## src/rtl/gen_linear_combiner_pkg.sv

```systemverilog
// Shared constants for the decomposed carry-lookahead adder.
// Defines the operand width, the packed non-linear term count, the per-group
// offset/size helpers and the combiner FSM state type. The non-linear term
// generator and the linear combiner both use these helpers, so they always
// agree on the term layout.
package gen_linear_combiner_pkg;

  localparam int unsigned NBIT = 4;
  localparam int unsigned NNL  = 2 ** (NBIT + 1) - 2 - NBIT;
  localparam int unsigned KW   = $clog2(NBIT);

  typedef enum logic [1:0] {
    StIdle,
    StRun,
    StDone
  } state_e;

  // Group g carries the terms of c(g+1).
  function automatic int unsigned grp_off(int unsigned g);
    return (2 ** (g + 1)) - 2 - g;
  endfunction

  function automatic int unsigned grp_size(int unsigned g);
    return (2 ** (g + 1)) - 1;
  endfunction

  // Bit mask covering n[grp_off(g) +: grp_size(g)].
  function automatic logic [NNL-1:0] grp_mask(int unsigned g);
    logic [NNL-1:0] m;
    int unsigned    lo;
    int unsigned    hi;
    lo = grp_off(g);
    hi = lo + grp_size(g);
    for (int unsigned i = 0; i < NNL; i++) begin
      m[i] = (i >= lo) && (i < hi);
    end
    return m;
  endfunction

endpackage

```

## src/rtl/gen_linear_combiner_if.sv

```systemverilog
// Handshake bundle of the linear combiner.
// Input side : in_valid/in_ready with operands a, b and packed terms n.
// Output side: out_valid/out_ready with sum, cout and the self-check flag err.
// Modports: master (producer/consumer environment), slave (the combiner).
interface gen_linear_combiner_if;
  import gen_linear_combiner_pkg::*;

  logic            in_valid;
  logic            in_ready;
  logic [NBIT-1:0] a;
  logic [NBIT-1:0] b;
  logic [NNL-1:0]  n;
  logic            out_valid;
  logic            out_ready;
  logic [NBIT-1:0] sum;
  logic            cout;
  logic            err;

  modport master (
    output in_valid, a, b, n, out_ready,
    input  in_ready, out_valid, sum, cout, err
  );

  modport slave (
    input  in_valid, a, b, n, out_ready,
    output in_ready, out_valid, sum, cout, err
  );

endinterface

```

## src/rtl/gen_group_parity.sv

```systemverilog
// Combinational group parity: XOR of the non-linear terms of one carry group.
// Ports:
//   n      - packed non-linear terms
//   grp    - group index (0..NBIT-1)
//   parity - XOR of n[grp_off(grp) +: grp_size(grp)]
module gen_group_parity
  import gen_linear_combiner_pkg::*;
(
  input  logic [NNL-1:0] n,
  input  logic [KW-1:0]  grp,
  output logic           parity
);

  logic [NNL-1:0] mask;

  always_comb begin
    mask = '0;
    for (int unsigned g = 0; g < NBIT; g++) begin
      if (grp == KW'(g)) mask = grp_mask(g);
    end
    parity = ^(n & mask);
  end

endmodule

```

## src/rtl/gen_linear_combiner.sv

```systemverilog
// Linear (XOR) half of the decomposed carry-lookahead adder.
// Captures a, b and the packed non-linear terms, then produces one sum bit per
// cycle LSB first, taking every carry from the term groups (no arithmetic
// carry path). Result is presented on a valid/ready output until consumed.
// Ports:
//   clk - rising-edge clock
//   rst - asynchronous active-high reset
//   bus - gen_linear_combiner_if.slave handshake bundle
// Optional feature: define GEN_LINEAR_SELFCHECK_EN to compare {cout,sum}
// against a+b on completion and raise err on mismatch; otherwise err is 0.
module gen_linear_combiner
  import gen_linear_combiner_pkg::*;
(
  input logic                 clk,
  input logic                 rst,
  gen_linear_combiner_if.slave bus
);

  state_e          state_q, state_d;
  logic [KW-1:0]   k_q, k_d;
  logic [NBIT-1:0] a_q, b_q;
  logic [NNL-1:0]  n_q;
  logic [NBIT-1:0] sum_q, sum_d;
  logic            cout_q, cout_d;
  logic            carry_q, carry_d;
  logic            accept;
  logic            finish;
  logic            grp_par;

  // Indexed by k: group k yields c(k+1), registered for the next bit; at the
  // last bit the same lookup (group NBIT-1) is the carry-out.
  gen_group_parity u_group_parity (
    .n      (n_q),
    .grp    (k_q),
    .parity (grp_par)
  );

  always_comb begin
    state_d = state_q;
    k_d     = k_q;
    sum_d   = sum_q;
    cout_d  = cout_q;
    carry_d = carry_q;
    accept  = 1'b0;
    finish  = 1'b0;
    unique case (state_q)
      StIdle: begin
        if (bus.in_valid) begin
          accept  = 1'b1;
          k_d     = '0;
          carry_d = 1'b0;
          state_d = StRun;
        end
      end
      StRun: begin
        sum_d[k_q] = a_q[k_q] ^ b_q[k_q] ^ carry_q;
        carry_d    = grp_par;
        k_d        = k_q + KW'(1);
        if (k_q == KW'(NBIT - 1)) begin
          cout_d  = grp_par;
          finish  = 1'b1;
          state_d = StDone;
        end
      end
      StDone: begin
        if (bus.out_ready) state_d = StIdle;
      end
      default: state_d = StIdle;
    endcase
  end

  always_ff @(posedge clk or posedge rst) begin
    if (rst) begin
      state_q <= StIdle;
      k_q     <= '0;
      a_q     <= '0;
      b_q     <= '0;
      n_q     <= '0;
      sum_q   <= '0;
      cout_q  <= 1'b0;
      carry_q <= 1'b0;
    end else begin
      state_q <= state_d;
      k_q     <= k_d;
      sum_q   <= sum_d;
      cout_q  <= cout_d;
      carry_q <= carry_d;
      if (accept) begin
        a_q <= bus.a;
        b_q <= bus.b;
        n_q <= bus.n;
      end
    end
  end

  assign bus.in_ready  = (state_q == StIdle);
  assign bus.out_valid = (state_q == StDone);
  assign bus.sum       = sum_q;
  assign bus.cout      = cout_q;

`ifdef GEN_LINEAR_SELFCHECK_EN
  logic          err_q, err_d;
  logic [NBIT:0] ref_sum;

  always_comb begin
    ref_sum = {1'b0, a_q} + {1'b0, b_q};
    err_d   = err_q;
    if (accept)      err_d = 1'b0;
    else if (finish) err_d = ({cout_d, sum_d} != ref_sum);
  end

  always_ff @(posedge clk or posedge rst) begin
    if (rst) err_q <= 1'b0;
    else     err_q <= err_d;
  end

  assign bus.err = err_q;
`else
  assign bus.err = 1'b0;
`endif

endmodule
```

## src/flat_wrapper.sv

```systemverilog
// flat-port wrapper written by rule: the top's interface ports become plain ports
module gen_linear_combiner_flat import gen_linear_combiner_pkg::*;
  (clk, rst, bus_in_valid, bus_a, bus_b, bus_n, bus_out_ready, bus_in_ready, bus_out_valid, bus_sum, bus_cout, bus_err);
  gen_linear_combiner_if bus_i ();
  input logic clk;
  input logic rst;
  input wire logic [$bits(bus_i.in_valid)-1:0] bus_in_valid;
  input wire logic [$bits(bus_i.a)-1:0] bus_a;
  input wire logic [$bits(bus_i.b)-1:0] bus_b;
  input wire logic [$bits(bus_i.n)-1:0] bus_n;
  input wire logic [$bits(bus_i.out_ready)-1:0] bus_out_ready;
  output wire logic [$bits(bus_i.in_ready)-1:0] bus_in_ready;
  output wire logic [$bits(bus_i.out_valid)-1:0] bus_out_valid;
  output wire logic [$bits(bus_i.sum)-1:0] bus_sum;
  output wire logic [$bits(bus_i.cout)-1:0] bus_cout;
  output wire logic [$bits(bus_i.err)-1:0] bus_err;
  assign bus_i.in_valid = bus_in_valid;
  assign bus_i.a = bus_a;
  assign bus_i.b = bus_b;
  assign bus_i.n = bus_n;
  assign bus_i.out_ready = bus_out_ready;
  assign bus_in_ready = bus_i.in_ready;
  assign bus_out_valid = bus_i.out_valid;
  assign bus_sum = bus_i.sum;
  assign bus_cout = bus_i.cout;
  assign bus_err = bus_i.err;
  gen_linear_combiner u_core (.clk(clk), .rst(rst), .bus(bus_i));
endmodule
```

## config.mk

```make
export PLATFORM = sky130hd
export DESIGN_NAME = gen_linear_combiner_flat
export DESIGN_NICKNAME = d
export VERILOG_FILES = /design/src/rtl/gen_linear_combiner_pkg.sv /design/src/rtl/gen_linear_combiner_if.sv /design/src/rtl/gen_group_parity.sv /design/src/rtl/gen_linear_combiner.sv /design/src/flat_wrapper.sv
export SDC_FILE = /design/constraint.sdc
export NUM_CORES = 1
export LEC_CHECK = 0
export BUFFER_PORTS_ARGS = -buffer_cell sky130_fd_sc_hd__buf_2
export CAP_MARGIN = 10
export CORE_ASPECT_RATIO = 1.5
export CORE_MARGIN = 2
export CORE_UTILIZATION = 48
export CTS_CLUSTER_DIAMETER = 200
export DETAILED_ROUTE_END_ITERATION = 10
export PLACE_DENSITY = 0.85
export SLEW_MARGIN = 20
export SYNTH_ARGS = -nofsm -noshare
export SYNTH_HDL_FRONTEND = slang
export SYNTH_SLANG_ARGS = --single-unit
```

## constraint.sdc

```tcl
create_clock -name clk -period 1.9 [get_ports clk]
set_clock_uncertainty 0.15 [all_clocks]
set_input_delay 0.38 -clock clk [delete_from_list [all_inputs] [get_ports clk]]
set_output_delay 0.38 -clock clk [all_outputs]
set_load 0.05 [all_outputs]
```

---- Yosys cells after proc, flatten, opt, wreduce, memory -nomap -nowiden ----
Cells that the tools add are included.
word-level totals
  flip-flop bits (word level) ............. 44
  input port bits ......................... 38
  output and inout port bits .............. 8
  logic and storage cells ................. 51
operators by class
  $add $sub $neg .......................... 1
  $lt $le $gt $ge ......................... 2
  equality and inequality tests ........... 8
  mux-type cells .......................... 21
  bitwise gates (word level) .............. 3
  reductions and logical operators ........ 8
operators by type and width
  cell                 number
  $mux 26              3
  $and 26x26->26       1
  $reduce_xor 26->1    1
  $mux 2               4
  $mux 1               7
  $eq 2x2->1 const B   3
  $pmux 2 s3           1
  $bmux 1 s2           2
  $bwmux 4             1
  $eq 2x1->1 const B   2
  $logic_not 2->1      2
  $ne 2x2->1 const B   2
  $pmux 2 s2           1
  $reduce_and 2->1     2
  $lt 2x3->1 const B   1
  $reduce_and 3->1     1
  $add 2x1->2 const B  1
  $demux 1 s2          1
  $ge 2x1->1 const B   1
  $ne 2x1->1 const B   1
  $pmux 1 s2           1
  $reduce_bool 2->1    1
  $xor 1x1->1          2
  $logic_and 1x1->1    1

---- Logic depth before layout (Yosys ltp) ----
Gate-level depths: netlist of run 1.
  depth in word-level cells ............... 8
  gate-level depth with buffers ........... 8
  mapped depth without buffers ............ 8

---- Cells and area by module ----
A second synthesis of run 1 with hierarchy kept.
unflattened totals
  cells, all modules ...................... 214
  area total of the unflattened synthesis .. 2058.2 µm²
modules (own cells, without submodules)
  module               times used  cells an instance  area each (µm²)  seq. area each (µm²)
  gen_linear_combiner  1           192                1813.0           1101.1
  gen_group_parity     1           22                 245.2            0.0

---- Worst setup path after synthesis of run 1 ----
No wires, ideal clock.
  path kind ............................... flip-flop to flip-flop
  start point ............................. reg u_core.state_q[0]
  end point ............................... reg u_core.b_q[3]
  library setup time ...................... 0.125 ns
  arrival time ............................ 2.047 ns
  data required time ...................... 1.625 ns
  setup slack ............................. -0.422 ns
  cell stages (with the launch flop) ...... 6
  path buffers ............................ 2
  period minus slack after synthesis ...... 2.322 ns
  cells stage by stage .................... dfrtp_1 nor2_1 and2_1 buf_2 buf_2 mux2_2
between the ends
  word-level cells in the longest chain between the ends .. 2
RTL lines
  item                      line                       source
  start: declaration        gen_linear_combiner.sv:19  state_e state_q, state_d;
  start signal: assignment  gen_linear_combiner.sv:74  state_q <= StIdle;
  start signal: assignment  gen_linear_combiner.sv:83  state_q <= state_d;
  $logic_not 2->1           --
  named net bus_in_ready    flat_wrapper.sv:12         output wire logic [$bits(bus_i.in_ready)-1:0] bus_in_ready;
  $mux 1                    gen_linear_combiner.sv:46  unique case (state_q)
  end signal: assignment    gen_linear_combiner.sv:90  b_q <= bus.b;
  end: declaration          gen_linear_combiner.sv:21  logic [NBIT-1:0] a_q, b_q;
The timed path passes the listed nets, and every way through them passes these cells.
A chain may end at the register's enable or synchronous reset.

---- Worst setup path after layout of run 1 ----
  start point ............................. reg u_core.n_q[4]
  end point ............................... reg u_core.cout_q (netlist: u_core.bus.cout)
between the ends
  word-level cells in the longest chain between the ends .. 2
RTL lines
  item                      line                       source
  start: declaration        gen_linear_combiner.sv:22  logic [NNL-1:0] n_q;
  start signal: assignment  gen_linear_combiner.sv:91  n_q <= bus.n;
  $and 26x26->26            gen_group_parity.sv:21     parity = ^(n & mask);
  $reduce_xor 26->1         gen_group_parity.sv:21
  end signal: assignment    gen_linear_combiner.sv:86  cout_q <= cout_d;
  end: declaration          gen_linear_combiner.sv:24  logic cout_q, cout_d;
Every way passes these cells.

==> flow_results.org, run 1 <==
** Run status
- Result of the run :: finished, violations left
- Violations in the final reports :: negative setup slack

** Synth
- Synthesis produced a netlist whose cell count is 158.
- Warnings, synthesis :: 0
- Number of synthesized flops with an enable pin :: 0
- Async S/R FF share, synth :: 100%
- After synthesis the cells add up to 2130 µm².
- Cells taking the most area after synthesis :: dfrtp_1 (52%), mux2_2 (20%), xnor2_1 (7.4%)
- Among all cell types in the netlist, the one instantiated most often is dfrtp_1.
- The number of nets in the synthesized netlist is 204.
- Among all flip-flop cells after synthesis, the most frequent one is dfrtp_1.
- After synthesis, the mean cell area works out to 13.5 µm².
- Commonest cells in the synthesized netlist :: dfrtp_1 (44), mux2_2 (38), xnor2_1 (18)
- Number of distinct standard cells referenced by the synthesized netlist :: 22
- Post-synth top area share :: 51.8%
- Register bit count reported by yosys :: 44
- Yosys top cell by area :: dfrtp_1
- After synthesis, flip-flops and latches occupy 51.8% of the total area.

** Worst setup path
- STA puts the critical path data required time at 1.98 ns.
- Traced cell by cell, the critical path runs through xnor2_1, xnor3_1, nand2_1, xnor2_1, xnor3_1, o21ai_1.
- Of all nets on the critical path, the largest fanout is 2.
- Critical path class :: reg -> reg
- Delay of the slowest critical-path stage :: 0.46 ns
- Slowest-stage cell, CP :: xnor3_1
- The worst setup path is captured at a flop.
- STA classifies the critical path startpoint as a flop.
- Critical path data arrival time :: 2.08 ns

** Cells and area
- Growth of design area from synthesis to finish :: 22.4%
- The number of antenna diodes in the final layout is 0.
- Fill cells in the final layout number 347.
- Final core utilization :: 61.3%
- Area of the multi-input gates :: 1010 µm²
- Post-layout net count :: 262
- Share of final-layout standard cells stronger than drive strength 1 :: 49.3%
- The finished layout holds 263 standard cells, fillers aside.
- Area used by sequential logic in the layout :: 1100 µm²

** Routing
- The count of nets left with antenna violations once routing finished came out at 0.
- Dividing the detail-routed wire length by the instance count gives 14.4 µm.
- DRC violation count after routing :: 0
- Final wirelength :: 3780 µm
- Router iterations before antenna repair :: 4
- Initial DRC Count :: 18
- Dividing the detail-routed via count by the number of cells gives 4.97.
- Via count :: 1306

** Die
- The floorplan step defined a die boundary enclosing 4990 µm².
- Floorplan die width :: 58.3 µm
- The die is 85.5 µm tall.
- Total I/O pin count :: 46
- # rows :: 29
- For this configuration, the core starts out at a cell density of 50.1%.
- Core region area :: 4250 µm²

** Placement
- IO buf count :: 44
- In this run, placement finished with an instance count of 250.
- Summed over all nets, the half-perimeter wirelength after detailed placement is 2770 µm.
- Weighted congestion at the end of routability-driven global placement :: 0.799

** GRT
- The number of global-route vias before repair came to 1419.
- GR Util All Layers :: 17.3%
- Largest net degree at the start of global routing :: 45
- After global routing the overflow that remains totals 0.
- The first global-routing pass estimated 6360 µm of wire.
- Antenna violations before repair :: 0

** Job
- The tool flagged a number of max-cap violations equal to 0.

** Timing
- Final setup violation count :: 2
- Final number of hold-violating endpoints :: 0
- Min Tclk post-route :: 2.00 ns
- Adding up every negative setup slack in the final design gives -0.200 ns.
- Setup repair after global routing could not meet its margin everywhere.
- Headroom to the max-slew limit came out at 63.3%.
- For this run, the top clock speed supported by timing is 0.499 GHz.
- The max-slew violation total from the final report came to 0.
- At the pin with the least slew margin, the transition time is 0.550 ns.
- Of the available clock period, the critical path in the final layout requires 105%.
- Across all setup checks in the final design, the least slack found is -0.104 ns.

** Clocking
- Number of buffers on the longest clock path :: 2
- The clock drives 44 sinks.
- Library cell used as clock root buffer :: clkbuf_8
- Clk_lat worst skew :: 0.30 ns
- In this run the number of H-tree levels came out at 2.
- Clock-pin slew was measured on the worst setup and hold paths at 0.08 ns.
- Buffers inserted to repair hold after CTS numbered 0.
- Clock tree synthesis inserted a total of 5 buffers.
- TritonCTS clock tree :: yes

** Power and ir drop
- Total power of the final layout :: 5.14 mW
- Lkg Pwr :: 1.23 nW
- Power density normalized to cell area :: 1970 nW/µm²
- Peak supply drop :: 1.31 mV

** Hold path
- Class of the worst hold path :: in -> async
==> what timing repair did <==
action                                  4_1_cts  5_1_grt
endpoints found under the setup margin        2        6
resized for setup                             0        5
pin swaps                                     1        2
setup buffers                                 1        4
==> flip-flops by register name, indices dropped and copies added, names as in the netlist <==
| register | cells |
|---|---|
| u_core.k_q | 2 |
| u_core.b_q | 4 |
| u_core.bus.sum | 4 |
| u_core.carry_q | 1 |
| u_core.n_q | 26 |
| u_core.bus.cout | 1 |
| u_core.a_q | 4 |
| u_core.state_q | 2 |
==> stage by stage <==
step                instance area (µm²)  hold slack (ns)  worst slack (ns)
CTS                                2540           0.0631            -0.117
finish                             2600           0.0522            -0.104
global placement                   2450            0.320          -0.00844
global route                       2600           0.0992            -0.207
detailed placement                 2450            0.348           -0.0571
floorplan                          2130            0.331           0.00215
==> report_power, final <==
group          total (mW)  internal [mW]  switching (mW)
registers            1.78           1.43           0.352
clock network       0.574          0.263           0.311
logic                2.78           1.58            1.20
total                5.14           3.27            1.87
==> final timing paths <==
check                             startpoint                end  slack, ns  depth (start not counted)
max in group asynchronous                rst  u_core.bus.sum[3]       1.17                          3
min                                      rst      u_core.n_q[9]       0.05                          3
max                            u_core.n_q[4]    u_core.bus.cout      -0.10                          6
min reg2reg                u_core.bus.sum[0]  u_core.bus.sum[0]       0.36                          1
min in group clk               bus_out_ready  u_core.state_q[1]       0.11                          2
max reg2reg                    u_core.n_q[4]    u_core.bus.cout      -0.10                          6
==> layer usage <==
layer  part of all wire [%]  up-vias  global-route usage, %
met4                    2.3        0                   8.88
met2                     54       30                   29.4
met3                    4.5        6                   4.52
met5                      0        -                      0
met1                     39      634                   19.4
li1                       -      636                      -
==> layout make-up <==
class                           instances  share of cell area [%]
Multi-Input combinational cell        104                    38.9
Timing Repair Buffer                   56                    12.6
Sequential cell                        44                    42.3
Clock inverter                          1                   0.337
Tap cell                               46                    2.21
Clock buffer                            7                    2.93
Inverter                                5                   0.722
==> cell families after synthesis <==
group	after synthesis	share of synthesized area, %
DFF	44	51.8
muxes	40	21.7
xor gates and xnor gates	27	13.1
and+or+nand+nor	22	4.36
buffers and inverters	10	2.18
adders and majority gates	8	4.71
AOI/OAI and AO/OA	6	2.06
other	1	0.176
==> worst max-delay path: cells and delay by family, from the launching register on <==
| family | cells | cell delay (ns) |
|---|---|---|
| flip-flops | 1 | 0.40 |
| XOR/XNOR | 4 | 1.14 |
| AO/OA/AOI/OAI | 1 | 0.15 |
| AND/OR/NAND/NOR | 1 | 0.09 |
==> cells in the final DEF, fill, tap and decap left out, types with 2 or more instances in the layout <==
| cell | count |
|---|---|
| xnor2_2 | 3 |
| clkbuf_8 | 5 |
| inv_1 | 3 |
| clkbuf_1 | 2 |
| xnor3_1 | 3 |
| xnor2_1 | 15 |
| dfrtp_1 | 44 |
| xor2_1 | 6 |
| mux2_2 | 37 |
| nand2b_1 | 2 |
| nand2_1 | 16 |
| o21ai_0 | 2 |
| buf_4 | 10 |
| buf_2 | 44 |
| ha_1 | 8 |
(Power assumes the default switching activity.)
==> run 2: changes to the inputs <==
--- a/config.mk
+++ b/config.mk
@@ -5,15 +5,17 @@
 export SDC_FILE = /design/constraint.sdc
 export NUM_CORES = 1
 export LEC_CHECK = 0
+export ABC_AREA = 1
 export BUFFER_PORTS_ARGS = -buffer_cell sky130_fd_sc_hd__buf_2
 export CAP_MARGIN = 10
 export CORE_ASPECT_RATIO = 1.5
 export CORE_MARGIN = 2
-export CORE_UTILIZATION = 48
+export CORE_UTILIZATION = 50
 export CTS_CLUSTER_DIAMETER = 200
 export DETAILED_ROUTE_END_ITERATION = 10
-export PLACE_DENSITY = 0.85
+export PLACE_DENSITY = 0.86
 export SLEW_MARGIN = 20
 export SYNTH_ARGS = -nofsm -noshare
 export SYNTH_HDL_FRONTEND = slang
+export SYNTH_HIERARCHICAL = 1
 export SYNTH_SLANG_ARGS = --single-unit
==> run 2 against run 1 <==
  * Die area rose by 15%
  * Routed wire length rose by 26%
  * Non-clock buffer count fell by 7
  * Critical path type unchanged
  * The run now ends clean
  * Sequential cell count did not move
  * Cell area rose by 14%
  * Highest routed layer unchanged
  * Clock-buffer cell count fell by 1
  * Combinational power rose by 5%
==> flow_results.org, run 2 <==
** Timing
- The portion of the clock cycle consumed by the worst path in the final layout was 90.4% (-15 points).
- Final number of hold-violating endpoints :: 0 (unchanged)
- The setup TNS came to 0 ns (+0.200 ns).
- The shortest period the worst path allows was 1.72 ns (-0.287 ns).
- Count of final max-slew check failures :: 0 (unchanged)
- RSZ-0062 raised after global routing :: false
- Final setup violation count :: 0 (-2)
- Highest clock rate :: 0.582 GHz (+17%)

** Die
- Vertical die dimension :: 91.7 µm (+7.2%)
- Initial core utilization :: 52.4% (+2.3 points)
- The die outline width came to 62.4 µm (+7.0%).
- The site row count was 31 (+6.9%).
- Core region area :: 4890 µm² (+15%)
- Total Die Area :: 5720 µm² (+15%)
- The number of I/O pins is 46 (unchanged).

** Synth
- Number of distinct standard cells referenced by the synthesized netlist :: 28 (+27%)
- The area share of the leading cell type in the synthesized netlist is 43.0% (-8.8 points).
- Yosys instantiated no cell more often than nand2_1.
- Register bit count reported by yosys :: 44 (unchanged)
- Yosys top cell by area :: dfrtp_1
- The most used flip-flop cell after synthesis is dfrtp_1.
- The cell area after synthesis is 2560 µm² (+20%).
- The synthesized net count came to 399 (+96%).
- The sequential area share after synthesis came to 43.0% (-8.8 points).
- Instance count of the mapped netlist :: 357 (+130%)
- The number of synthesized flops with an enable pin is 0 (unchanged).
- Warnings, synthesis :: 6 (+6)
- Cells taking the most area after synthesis :: dfrtp_1 (43%), nand2_1 (25%), inv_1 (5.6%)
- Counting instances in the post-synthesis netlist gives the leading cell types as nand2_1 (169), dfrtp_1 (44), inv_1 (38).
- The average instance area after synthesis came to 7.17 µm² (-47%).
- The post-synthesis async set-or-reset flop share is 100% (unchanged).

** Power and ir drop
- Peak supply drop :: 0.759 mV (-42%)
- Lkg Pwr :: 1.73 nW (+40%)
- The part of the total power dissipated in combinational logic is 55.1% (+0.9 points).
- The internal portion of total power came to 2.72 mW (-17%).
- Share of total power in the clock network :: 11.6% (+0.4 points)
- The power per cell area is 1800 nW/µm² (-9.0%).
- Sequential share of power :: 33.3% (-1.3 points)
- Sw Pwr :: 2.58 mW (+38%)
- The share of total power consumed by net switching was 48.7% (+12 points).

** Worst setup path
- Critical path class :: reg -> reg
- The required time reported for the critical path endpoint was 1.93 ns (-0.05 ns).
- STA classifies the critical path startpoint as a flop.
- STA classifies the critical path endpoint as a flop.
- The number of cells on the worst reg-to-reg path came to 14 (+8).
- Critical path data arrival time :: 1.75 ns (-0.33 ns)
- Maximum fanout along the worst path :: 7 (+5)

** Clocking
- Number of buffers created by CTS :: 5 (unchanged)
- The worst-skew pair later-pin latency came to 0.30 ns (about the same).
- The post-CTS setup repair buffer count is 0 (-1).
- Number of buffers on the longest clock path :: 2 (unchanged)
- TritonCTS built the clock tree.
- Library cell used as clock root buffer :: clkbuf_8
- Number of sinks on the clock net :: 44 (unchanged)
- Clk slew on worst S/H paths :: 0.08 ns (about the same)
- Htree depth :: 2 (unchanged)

** Placement
- Total half-perimeter wirelength after legalization and detailed placement :: 3510 µm (+27%)
- Weighted congestion at the end of routability-driven global placement :: 0.855 (+7.0%)
- The count of input and output buffers was 44 (unchanged).

** GRT
- Global-route wire length before repair :: 8470 µm (+33%)
- Grt ovf :: 0 (unchanged)
- Largest net degree at the start of global routing :: 45 (unchanged)
- The overall routing resource usage was 18.2% (+0.95 points).
- Antenna violations before repair :: 0 (unchanged)
- Via count of the first global-routing pass :: 2087 (+47%)

** Cells and area
- Leaving out fill and tap cells, the most frequent cell in the layout is nand2_1.
- Number of inserted filler cells in the final layout :: 473 (+36%)
- The fraction of final layout cells with drive strength greater than 1 came to 25.4% (-24 points).
- The final cell utilization of the core came to 60.4% (-0.83 points).
- Growth of design area from synthesis to finish :: 15.3%
- The number of antenna cells inserted came to 0 (unchanged).
- The number of flip-flops under the largest register name is 26 (unchanged).
- Commonest cells after routing, fill and taps aside :: nand2_1 (169), buf_2 (44), dfrtp_1 (42)
- Post-layout net count :: 447 (+71%)
- Counting flops per register, the top entry is u_core/n_q.

** Routing
- The number of remaining DRC errors is 0 (unchanged).
- The via density per instance is 4.61 (-7.1%).
- The remaining number of nets flagged by the antenna check after routing came to 0 (unchanged).
- The violation count after the first detailed-routing iteration was 75 (+57).
- The vias after detailed routing is 2177 (+67%).
- The final routed wirelength across all metal layers was 4760 µm (+26%).
- Routed WL per cell :: 10.1 µm (-30%)
- Router iterations before antenna repair :: 4 (unchanged)

** Hold path
- The worst hold path passes through 2 cells.
- The tightest min-delay check is of the in -> reg type.

** Job
- Max-cap check violation count :: 0 (unchanged)

** Run status
- Result of the run :: finished, final reports clean
run 2: cell types whose count changed in the layout (fill, tap and decap cells not counted), sizes merged, moves of 8 or more:
cell,change
nand2,+175
inv,+43
mux2,-38
nand3,+21
nor2,+19
xnor2,-13
buf,-8
run 2: worst paths after layout:
path | start | to | slack (ns)
worst min-delay path | bus_out_ready | u_core/state_q[1] | 0.11
min in group asynchronous | rst | u_core/n_q[18] | 0.53
worst max register to register | u_core/k_q[0] | u_core/carry_q | 0.18
worst min register to register | u_core/bus.sum[3] | u_core/bus.sum[3] | 0.34
worst max-delay path | u_core/k_q[0] | u_core/carry_q | 0.18
max in group asynchronous | rst | u_core/k_q[1] | 0.85
run 2: area by class of cell:
cell class              count  area (µm²)  share of cell area [%]
multi-input cells         256        1210                    40.8
flip-flops and latches     44        1100                    37.4
repair buffers             49         273                    9.23
inverters                  49         191                    6.48
clock buffers               6        82.6                    2.80
well taps                  66        82.6                    2.80
clock inverters             2        15.0                   0.508
run 2: stage by stage:
step,area (µm²),hold WS [ns],cells,worst slack [ns],total power [mW]
finish,2950,0.111,472,0.183,5.31
CTS,2950,0.109,472,0.100,5.34
floorplan,2560,0.299,357,0.225,4.15
detailed placement,2840,0.309,463,0.122,4.69
global route,2950,0.109,472,0.00281,5.86
global placement,2840,0.300,463,0.247,4.56
run 2: cell families (layout without fill, tap and decap cells):
family,Yosys count,in the layout,synth area share [%]
simple gates,234,234,39.9
xor+xnor,6,6,2.05
compound gates,11,11,2.83
buf+inv,57,106,10.1
other cells,1,1,0.146
flops,44,44,43.0
fa+ha+maj,4,4,1.95
run 2: repair_timing:
item                       CTS  global route
gates resized for setup      0             3
setup endpoints to repair    0             2
hold endpoints to repair    44             0
hold buffers                 1             0
run 2: routing by layer:
metal,vias to the layer above,GRT usage (%),share of wire [%]
li1,1154,-,-
met1,984,20.0,43
met2,33,34.1,52
met3,6,3.93,3.5
met4,0,6.30,1.5
met5,-,0,0
run 2: power by group through the flow:
stage               combinational [mW]  sequential, mW  clock [mW]
floorplan                         2.26            1.89           0
global placement                  2.81            1.75           0
detailed placement                2.91            1.78           0
CTS                               2.94            1.77       0.635
global route                      3.34            1.84       0.675
finish                            2.92            1.77       0.615
run 2: critical path: stages (launching register included):
cell     delay [ns]
dfrtp_2        0.47
inv_2          0.11
nand3_1        0.07
nand2_1        0.11
inv_2          0.04
nand2_1        0.07
nand2_2        0.05
nand2_2        0.08
nand2_1        0.06
nand2_1        0.06
nand2_1        0.05
nand2_1        0.05
nand2_1        0.05
inv_1          0.10
o22ai_2        0.09
==> run 3: changes to the inputs <==
--- a/config.mk
+++ b/config.mk
@@ -5,15 +5,14 @@
 export SDC_FILE = /design/constraint.sdc
 export NUM_CORES = 1
 export LEC_CHECK = 0
-export ABC_AREA = 1
 export BUFFER_PORTS_ARGS = -buffer_cell sky130_fd_sc_hd__buf_2
 export CAP_MARGIN = 10
 export CORE_ASPECT_RATIO = 1.5
 export CORE_MARGIN = 2
-export CORE_UTILIZATION = 50
+export CORE_UTILIZATION = 48
 export CTS_CLUSTER_DIAMETER = 200
 export DETAILED_ROUTE_END_ITERATION = 10
-export PLACE_DENSITY = 0.86
+export PLACE_DENSITY = 0.85
 export SLEW_MARGIN = 20
 export SYNTH_ARGS = -nofsm -noshare
 export SYNTH_HDL_FRONTEND = slang
==> run 3 against run 2 <==
  * The flow now finishes with violations (negative setup slack)
  * Area after synthesis is 20% lower
  * Worst hold slack gained 0.0086 ns
  * Sequential power is 3% lower
  * Setup slack got worse by 0.57 ns
  * Sequential cell count is the same
  * Critical path type unchanged
  * Critical endpoint is now u_core/bus.cout
  * Largest cell class is now sequential cells
  * Highest routed layer unchanged
==> flow_results.org, run 3 <==
** Worst setup path
- Startpoint kind of the worst setup timing path :: flop
- The startpoint identified for the worst register-to-register timing path is u_core/n_q[20].
- The endpoint identified for the worst register-to-register timing path is u_core/bus.cout.
- Delay of the slowest critical-path stage :: 0.48 ns (about the same)
- The number of cells on the worst reg-to-reg path is 6 (-8).
- Worst R2R Setup Slack :: -0.39 ns (-0.57 ns)
- Critical path class :: reg -> reg
- Kind of cell adding the most delay to the critical path :: XOR/XNOR gates
- Walking the worst path, the cells encountered are xnor2_2, xnor3_1, xnor2_1, mux4_2, xnor2_1, mux2_2.
- Maximum fanout along the worst path :: 2 (-5)
- Most used cell, CP :: xnor2_1
- Slowest-stage cell, CP :: mux4_2
- Critical path endpoint category :: flop
- Worst path bufs/invs :: 0 (-3)
- Worst endpoint required time :: 1.93 ns (about the same)
- Critical path data arrival time :: 2.31 ns (+0.56 ns)

** Clocking
- The worst-case clock buffer depth was 2 (unchanged).
- Number of buffers created by CTS :: 5 (unchanged)
- The total number of clock tree sinks is 44 (unchanged).
- The clock-pin slew on the worst setup and hold paths came to 0.08 ns (about the same).
- The tree is rooted in a clkbuf_8.
- TritonCTS built the clock tree.
- The worst-skew pair later-pin latency came to 0.29 ns (about the same).
- Htree depth :: 2 (unchanged)

** Power and ir drop
- Total power of the final layout :: 4.80 mW (-9.5%)
- Lkg Pwr :: 1.33 nW (-23%)
- Power density normalized to cell area :: 1930 nW/µm² (+7.5%)
- The peak ir drop on the vdd network was 1.24 mV (+64%).

** Timing
- The final critical-path setup slack came to -0.385 ns (-0.568 ns).
- Highest clock rate :: 0.438 GHz (-25%)
- Portion of the clock cycle consumed by the worst path in the final layout :: 120% (+30 points)
- Count of final max-slew check failures :: 0 (unchanged)
- The hold violation total from the final report was 0 (unchanged).
- The shortest period the worst path allows came to 2.29 ns (+0.568 ns).
- Setup repair after global routing could not meet its margin everywhere.
- Final setup violation count :: 2 (+2)

** Synth
- By count the netlist is led by nand2_1 (112), dfrtp_1 (44), xnor2_1 (14).
- Async S/R FF share, synth :: 100% (unchanged)
- Register bit count reported by yosys :: 44 (unchanged)
- Sorting the synthesized cells by area gives the leading types as dfrtp_1 (53%), nand2_1 (20%), xnor2_1 (6.0%).
- The synthesized net count came to 256 (-36%).
- Library cell with the highest instance count after synthesis :: nand2_1
- The area share of the leading cell type in the synthesized netlist is 53.5% (+11 points).
- The number of distinct library cell variants in the gate-level netlist after synthesis was 23 (-18%).
- Post-synth design cell area :: 2060 µm² (-20%)
- Post-synth top flop :: dfrtp_1
- Yosys top cell by area :: dfrtp_1
- Average instance area after synthesis :: 9.62 µm² (+34%)
- The sequential area share after synthesis was 53.5% (+11 points).
- The number of synthesized flops with an enable pin came to 0 (unchanged).
- The number of instances in the synthesized netlist came to 214 (-40%).
- The count of synthesis-stage warnings from yosys was 6 (unchanged).

** Die
- The placeable core area is 4170 µm² (-15%).
- The number of I/O pins is 46 (unchanged).
- Vertical die dimension :: 84.2 µm (-8.1%)
- # rows :: 29 (-6.5%)
- The die outline width is 57.5 µm (-8.0%).
- The initial core utilization came to 49.3% (-3.1 points).
- The die area is 4840 µm² (-15%).

** Cells and area
- The top cell types in the final layout, fill and taps aside, are nand2_1 (112), buf_2 (44), dfrtp_1 (44).
- Growth of design area from synthesis to finish :: 20.8%
- Number of inserted filler cells in the final layout :: 372 (-21%)
- Register ranked first by flip-flop count :: u_core/n_q
- The final cell count without fillers is 310 (-34%).
- Final core utilization :: 59.6% (-0.87 points)
- Number of flip-flops under the largest register name :: 26 (unchanged)
- Post-layout net count :: 305 (-32%)
- The number of antenna cells inserted was 0 (unchanged).
- The fraction of final layout cells with drive strength greater than 1 came to 25.4% (about the same).
- The library cell used most frequently in the layout, excluding fill and tap cells, is nand2_1.

** Routing
- The final routed wirelength across all metal layers came to 3590 µm (-25%).
- Number of antenna-violating nets in the routed design :: 0 (unchanged)
- Via-per-instance ratio :: 4.81 (+4.2%)
- The vias after detailed routing was 1490 (-32%).
- The number of remaining DRC errors is 0 (unchanged).
- Routed WL per cell :: 11.6 µm (+15%)
- Initial DRC Count :: 43 (-43%)
- The total iterations of the first detailed-routing run was 4 (unchanged).

** GRT
- The maximum number of pins on one net before global-route repair came to 45 (unchanged).
- Grt ovf :: 0 (unchanged)
- The initial antenna violation count came to 0 (unchanged).
- The number of global-route vias before repair came to 1491 (-29%).
- The overall routing resource usage is 16.5% (-1.7 points).
- Global-route wire length before repair :: 6120 µm (-28%)

** Placement
- Weighted congestion at the end of routability-driven global placement :: 0.757 (-11%)
- The count of input and output buffers came to 44 (unchanged).
- Worst slack at placement :: -0.361 ns (-0.483 ns)
- Number of cells after detailed placement :: 300 (-35%)
- Total half-perimeter wirelength after legalization and detailed placement :: 2580 µm (-26%)

** Hold path
- The number of cells on the worst hold path came to 3 (+1).
- The worst hold path begins at bus_n[9].
- Class of the worst hold path :: in -> reg
- The path with the worst hold slack has its endpoint at u_core/n_q[9].

** Job
- The count of maximum capacitance violations was 0 (unchanged).

** Run status
- The final reports fail on negative setup slack.
- Result of the run :: finished, violations left
[run 3: cell types whose count changed after synthesis, moves of 4 or more]
cell / delta
nand2_1: -57
inv_1: -35
nand2_2: -21
nand3_1: -15
nor2_1: -14
xnor2_1: +9
clkbuf_1: +8
inv_2: -7
nand3_2: -5
buf_6: -4
mux2_1: +4
[run 3: how the worst max path moves through the flow]
stage | from | endpoint | slack, ns | depth (start not counted)
floorplan | u_core/n_q[22] | u_core/bus.cout | -0.27 | 6
global placement | u_core/n_q[22] | u_core/bus.cout | -0.34 | 6
detailed placement | u_core/n_q[22] | u_core/bus.cout | -0.36 | 6
CTS | u_core/n_q[22] | u_core/bus.cout | -0.38 | 6
global route | u_core/n_q[20] | u_core/bus.cout | -0.45 | 6
finish | u_core/n_q[20] | u_core/bus.cout | -0.39 | 6
[run 3: cell type report]
class	count	area (µm²)	share of cell area [%]
Clock buffer	6	82.6	3.32
Clock inverter	2	15.0	0.604
Inverter	3	11.3	0.453
Multi-Input combinational cell	158	931	37.4
Sequential cell	44	1100	44.3
Tap cell	46	57.6	2.32
Timing Repair Buffer	51	288	11.6
[run 3: per-layer routing]
layer	up-vias	global-route usage, %	wire, µm
li1	756	-	-
met5	-	0	0
met3	7	3.24	170
met4	0	7.61	74
met1	685	17.6	1440
met2	42	30.3	1910
[run 3: metrics by stage]
step	instance area (µm²)	TNS, ns	hold slack (ns)
after floorplan	2070	-0.420	0.287
final	2490	-0.660	0.119
after global routing	2490	-0.844	0.113
after global placement	2360	-0.549	0.301
after CTS	2460	-0.646	0.109
after detailed placement	2360	-0.604	0.308
[run 3: repair_timing]
item                                    in CTS  in global routing
endpoints found under the setup margin       2                  4
pin swaps                                    0                  2
gates cloned                                 0                  0
endpoints found under the hold margin       44                  0
resized for setup                            0                  2
hold buffers                                 1                  0
setup buffers                                0                  1
[run 3: cell families (layout without fill, tap and decap cells)]
family                   Yosys count  count (layout)  share of synthesized area [%]
AND/OR/NAND/NOR                  119             119                           22.4
flip-flops                        44              44                           53.5
XOR/XNOR                          21              21                           11.4
buffers and inverters             12              62                           2.37
multiplexers                       9               9                           6.69
adder cells (fa/ha/maj)            4               4                           2.43
AO/OA/AOI/OAI                      4               4                           1.09
other                              1               1                          0.182
[run 3: worst reg2reg max path: stages, from the launching register on]
cell	delay, ns
dfrtp_1	0.41
xnor2_2	0.17
xnor3_1	0.41
xnor2_1	0.14
mux4_2	0.48
xnor2_1	0.15
mux2_2	0.26
[run 3: where the power goes]
part	switching [mW]	leakage, nW	internal [mW]
Clock	0.300	0.0434	0.294
Combinational	1.29	0.745	1.20
Sequential	0.321	0.543	1.40
